File: src/rtl/warmboot_sequencer_if.sv
// Bootloader-side signals for the warmboot sequencer: request, image select,
// activity/chip-select status in; SB_WARMBOOT controls and busy out.
interface warmboot_sequencer_if;
   logic       boot_req;
   logic [1:0] boot_image;
   logic       usb_activity;
   logic       spi_cs;
   logic       wb_s1;
   logic       wb_s0;
   logic       wb_boot;
   logic       busy;

   modport master (
      output boot_req, boot_image, usb_activity, spi_cs,
      input  wb_s1, wb_s0, wb_boot, busy
   );

   modport slave (
      input  boot_req, boot_image, usb_activity, spi_cs,
      output wb_s1, wb_s0, wb_boot, busy
   );
endinterface

File: src/rtl/warmboot_sequencer.sv
// Sequences SB_WARMBOOT: latch image, wait for SPI idle, hold S1/S0, then BOOT.
// Define WARMBOOT_TIMEOUT_EN to auto-boot DEFAULT_IMAGE after USB inactivity.
module warmboot_sequencer #(
   parameter int unsigned CS_IDLE_CYCLES = 4,
   parameter int unsigned SETUP_CYCLES   = 16,
   parameter int unsigned TIMEOUT_CYCLES = 48_000_000 * 10,
   parameter logic [1:0]  DEFAULT_IMAGE  = 2'b01
) (
   input logic                   clk_48mhz,
   input logic                   reset,
   warmboot_sequencer_if.slave   bus
);

   localparam int unsigned CS_W = $clog2(CS_IDLE_CYCLES) + 1;
   localparam int unsigned SU_W = $clog2(SETUP_CYCLES) + 1;

   typedef enum logic [1:0] {
      IDLE     = 2'd0,
      WAIT_SPI = 2'd1,
      SETUP    = 2'd2,
      FIRE     = 2'd3
   } state_t;

   state_t          state;
   logic [1:0]      image;
   logic [CS_W-1:0] cs_cnt;
   logic [SU_W-1:0] su_cnt;
   logic            busy_q;
   logic            boot_q;
   logic            expired_c;

`ifdef WARMBOOT_TIMEOUT_EN
   localparam int unsigned TO_W = $clog2(TIMEOUT_CYCLES) + 1;

   logic [TO_W-1:0] to_cnt;

   // Activity on the expiry cycle wins, so it masks the trigger.
   assign expired_c = (to_cnt == TO_W'(TIMEOUT_CYCLES - 1)) && !bus.usb_activity;

   // Inactivity timer: runs only while idle, restarted by any bus activity.
   always_ff @(posedge clk_48mhz) begin
      if (reset) begin
         to_cnt <= '0;
      end else if (state != IDLE || bus.usb_activity || bus.boot_req || expired_c) begin
         to_cnt <= '0;
      end else begin
         to_cnt <= to_cnt + TO_W'(1);
      end
   end
`else
   logic unused_activity;

   assign expired_c       = 1'b0;
   assign unused_activity = bus.usb_activity;
`endif

   assign bus.wb_s1   = image[1];
   assign bus.wb_s0   = image[0];
   assign bus.wb_boot = boot_q;
   assign bus.busy    = busy_q;

   // Sequencer: image only changes on leaving IDLE, so S1/S0 are frozen through BOOT.
   always_ff @(posedge clk_48mhz) begin
      if (reset) begin
         state  <= IDLE;
         image  <= DEFAULT_IMAGE;
         cs_cnt <= '0;
         su_cnt <= '0;
         busy_q <= 1'b0;
         boot_q <= 1'b0;
      end else begin
         case (state)
            IDLE: begin
               if (bus.boot_req) begin
                  image  <= bus.boot_image;
                  state  <= WAIT_SPI;
                  busy_q <= 1'b1;
               end else if (expired_c) begin
                  image  <= DEFAULT_IMAGE;
                  state  <= WAIT_SPI;
                  busy_q <= 1'b1;
               end
            end
            WAIT_SPI: begin
               if (!bus.spi_cs) begin
                  cs_cnt <= '0;
               end else if (cs_cnt == CS_W'(CS_IDLE_CYCLES - 1)) begin
                  cs_cnt <= '0;
                  su_cnt <= '0;
                  state  <= SETUP;
               end else begin
                  cs_cnt <= cs_cnt + CS_W'(1);
               end
            end
            SETUP: begin
               if (!bus.spi_cs) begin
                  cs_cnt <= '0;
                  su_cnt <= '0;
                  state  <= WAIT_SPI;
               end else if (su_cnt == SU_W'(SETUP_CYCLES - 1)) begin
                  state  <= FIRE;
                  boot_q <= 1'b1;
               end else begin
                  su_cnt <= su_cnt + SU_W'(1);
               end
            end
            FIRE: begin
               boot_q <= 1'b1;
            end
            default: begin
               state <= IDLE;
            end
         endcase
      end
   end

endmodule

File: src/flat_wrapper.sv
// flat-port wrapper written by rule: the top's interface ports become plain ports
module warmboot_sequencer_flat 
#(
   parameter int unsigned CS_IDLE_CYCLES = 4,
   parameter int unsigned SETUP_CYCLES   = 16,
   parameter int unsigned TIMEOUT_CYCLES = 48_000_000 * 10,
   parameter logic [1:0]  DEFAULT_IMAGE  = 2'b01
)
  (clk_48mhz, reset, bus_boot_req, bus_boot_image, bus_usb_activity, bus_spi_cs, bus_wb_s1, bus_wb_s0, bus_wb_boot, bus_busy);
  warmboot_sequencer_if bus_i ();
  input logic clk_48mhz;
  input logic reset;
  input wire logic [$bits(bus_i.boot_req)-1:0] bus_boot_req;
  input wire logic [$bits(bus_i.boot_image)-1:0] bus_boot_image;
  input wire logic [$bits(bus_i.usb_activity)-1:0] bus_usb_activity;
  input wire logic [$bits(bus_i.spi_cs)-1:0] bus_spi_cs;
  output wire logic [$bits(bus_i.wb_s1)-1:0] bus_wb_s1;
  output wire logic [$bits(bus_i.wb_s0)-1:0] bus_wb_s0;
  output wire logic [$bits(bus_i.wb_boot)-1:0] bus_wb_boot;
  output wire logic [$bits(bus_i.busy)-1:0] bus_busy;
  assign bus_i.boot_req = bus_boot_req;
  assign bus_i.boot_image = bus_boot_image;
  assign bus_i.usb_activity = bus_usb_activity;
  assign bus_i.spi_cs = bus_spi_cs;
  assign bus_wb_s1 = bus_i.wb_s1;
  assign bus_wb_s0 = bus_i.wb_s0;
  assign bus_wb_boot = bus_i.wb_boot;
  assign bus_busy = bus_i.busy;
  warmboot_sequencer #(.CS_IDLE_CYCLES(CS_IDLE_CYCLES), .SETUP_CYCLES(SETUP_CYCLES), .TIMEOUT_CYCLES(TIMEOUT_CYCLES), .DEFAULT_IMAGE(DEFAULT_IMAGE)) u_core (.clk_48mhz(clk_48mhz), .reset(reset), .bus(bus_i));
endmodule
File: config.mk
export PLATFORM = sky130hd
export DESIGN_NAME = warmboot_sequencer_flat
export DESIGN_NICKNAME = d
export VERILOG_FILES = /design/src/rtl/warmboot_sequencer_if.sv /design/src/rtl/warmboot_sequencer.sv /design/src/flat_wrapper.sv
export SDC_FILE = /design/constraint.sdc
export NUM_CORES = 1
export LEC_CHECK = 0
export ABC_AREA = 1
export CORE_MARGIN = 4
export CORE_UTILIZATION = 49
export CTS_CLUSTER_SIZE = 25
export DETAILED_ROUTE_END_ITERATION = 8
export HOLD_SLACK_MARGIN = 0.15
export PLACE_DENSITY = 0.8
export RECOVER_POWER = 25
export SETUP_SLACK_MARGIN = 0.4
export SLEW_MARGIN = 20
export SYNTH_ARGS = -nofsm -noshare
export SYNTH_HDL_FRONTEND = slang
export SYNTH_SLANG_ARGS = --single-unit
File: constraint.sdc
create_clock -name clk_48mhz -period 2.2 [get_ports clk_48mhz]
set_clock_uncertainty 0.1 [all_clocks]
set_input_delay 0.22 -clock clk_48mhz [delete_from_list [all_inputs] [get_ports clk_48mhz]]
set_output_delay 0.22 -clock clk_48mhz [all_outputs]
set_load 0.02 [all_outputs]
==> metrics.txt <==
status finished clean; syn nets 124; Cell Area, Synth 790 um2; Routed wire per std cell 10.8 um; GRT Overall Usage 14.2%; Yosys reg bits 14; largest net degree at the start of global routing 8; htree depth 1; element type at the critical path start flop; YS warnings 0; Die ar. 0.00232 mm2; endpoint class of the critical path flop; DRT Pass-1 Iters 6; Residual DRC 0; share of layout cells above drive strength 1 9.17%; Post-synth EDFFs 0; critical path class flop to flop; global route overflow 0; drt total wl 1480 um; Slew Limit Headroom 78.2%; CTS tree done; post-synthesis sequential area ratio 35.5%; placer congestion estimate 0.802; worst path required time 2.28 ns; I/O Pins 11; Num Clock Sinks 14; core area 0.00151 mm2; RSZ-0062 raised after global routing true; final setup violation count 0; peak supply drop 0.728 mV; post-layout utilization of the core 61.4%; Worst Path Max Fanout 6; reg2reg path depth 10; slack of the critical path 0.482 ns; CTS Buffer Depth 2; pre-CTS setup slack 0.523 ns; total power 1.03 mW; commonest non-fill, non-tap cell in the layout nand2_1; vias in the first global route 597; diode count 0; Vias/cell 5.01; Final HPWL DP 1110 um; Max Cap Violations 0; remaining antenna violation count 0; Final period util 78.1%; hold path cells 2; Final #Nets 138; hold_buf cts 0; Worst-path clk slew 0.08 ns; Tightest Pin Transition 0.323 ns; area delta synth->final 17.1%; cell count after synthesis 108; number of buffers created by CTS 3; die width 48.1 um; Die Span Y 48.1 um; filler instances 135; fmax 0.582 GHz; first-pass GRT wire length 2340 um; max-slew violation count 0; Pwr Density 1120 mW/mm2; Hold Path Class flop to flop; DR iter-0 viols 10; initial antenna violation count 0; final hold vios 0; vias 682; crit path time final 1.72 ns; syn_area_per_cell 7.31 um2; final setup TNS 0 ns; fraction of registers with async set/reset 0%; Worst Path Arrival 1.79 ns; initial cell density of the core 52.4%; # rows 14; most frequent cells in the layout nand2_1, inv_1, nor2_1; Main synth FF type dfxtp_1; CTS root buffer clkbuf_4; port bufs 9; Yosys cell types 19; clk_lat worst skew 0.28 ns; leakage 0.430 nW
final cells by class:
cell class              count  area, um2  area share, %
clock buffers               3       22.5           2.44
inverters                  18       67.6           7.31
multi-input cells          76        444           48.0
flip-flops and latches     14        280           30.3
well taps                  16       20.0           2.17
repair buffers              9       90.1           9.74
sequential cells by signal, indices dropped and copies added (netlist names):
| signal | count |
|---|---|
| u_core.bus.busy | 1 |
| u_core.bus.wb_boot | 1 |
| u_core.cs_cnt | 3 |
| u_core.image | 2 |
| u_core.state | 2 |
| u_core.su_cnt | 5 |
power breakdown:
| group | total [mW] | internal [mW] | switching (mW) |
|---|---|---|---|
| Combinational | 0.541 | 0.197 | 0.344 |
| Clock | 0.146 | 0.0635 | 0.0821 |
| Sequential | 0.348 | 0.310 | 0.0380 |
| Total | 1.03 | 0.570 | 0.464 |
cells in the mapped netlist (2+ instances only):
cell,count,area [um2]
nand2_2,2,12.5
nand2_4,2,22.5
dfxtp_1,14,280
ha_1,9,113
nand3_1,6,30.0
inv_1,17,63.8
nand3_2,2,20.0
nand2_1,21,78.8
nand4_1,2,12.5
o21ai_0,4,20.0
nor2_1,16,60.1
a21oi_1,6,30.0
through the flow:
step           hold WS, ns  cell area [um2]  instances
5_1_grt              0.402              925        136
3_5_place_dp         0.365              900        133
6_report             0.378              925        136
3_3_place_gp         0.352              900        133
4_1_cts              0.379              922        136
2_1_floorplan        0.182              790        108
critical path, stage by stage (launching register included):
cell and delay (ns):
dfxtp_1 0.35, ha_1 0.21, nand2_1 0.09, nor2_1 0.05
ha_1 0.21, nand3_1 0.13, nand2_2 0.08, inv_2 0.10
nand2_4 0.08, o21ai_4 0.15, nor2_1 0.07
routing by layer:
layer / part of all wire, % / up-vias / global-route usage, %
met5: 0 / - / 0
met4: 1.4 / 0 / 4.84
met3: 4.3 / 4 / 3.32
met2: 46 / 12 / 24.5
met1: 48 / 301 / 17.1
li1: - / 365 / -
repair_timing:
item	in CTS	in global routing
setup buffers	0	0
endpoints found under the setup margin	0	1
gates resized for setup	0	1
cells by family after synthesis:
| family | after synthesis | share of synthesized area (%) |
|---|---|---|
| adders and majority gates | 9 | 14.3 |
| AOI/OAI and AO/OA | 15 | 11.1 |
| buffers and inverters | 18 | 8.56 |
| and+or+nand+nor | 52 | 30.6 |
| DFF | 14 | 35.5 |
final timing paths:
kind                                        from          endpoint  slack, ns
worst max-delay path            u_core.su_cnt[0]  u_core.su_cnt[1]       0.48
worst min-delay path            u_core.cs_cnt[2]  u_core.cs_cnt[2]       0.38
worst max register to register  u_core.su_cnt[0]  u_core.su_cnt[1]       0.48
worst min register to register  u_core.cs_cnt[2]  u_core.cs_cnt[2]       0.38
Note: power is estimated with default switching activity, not from simulation.
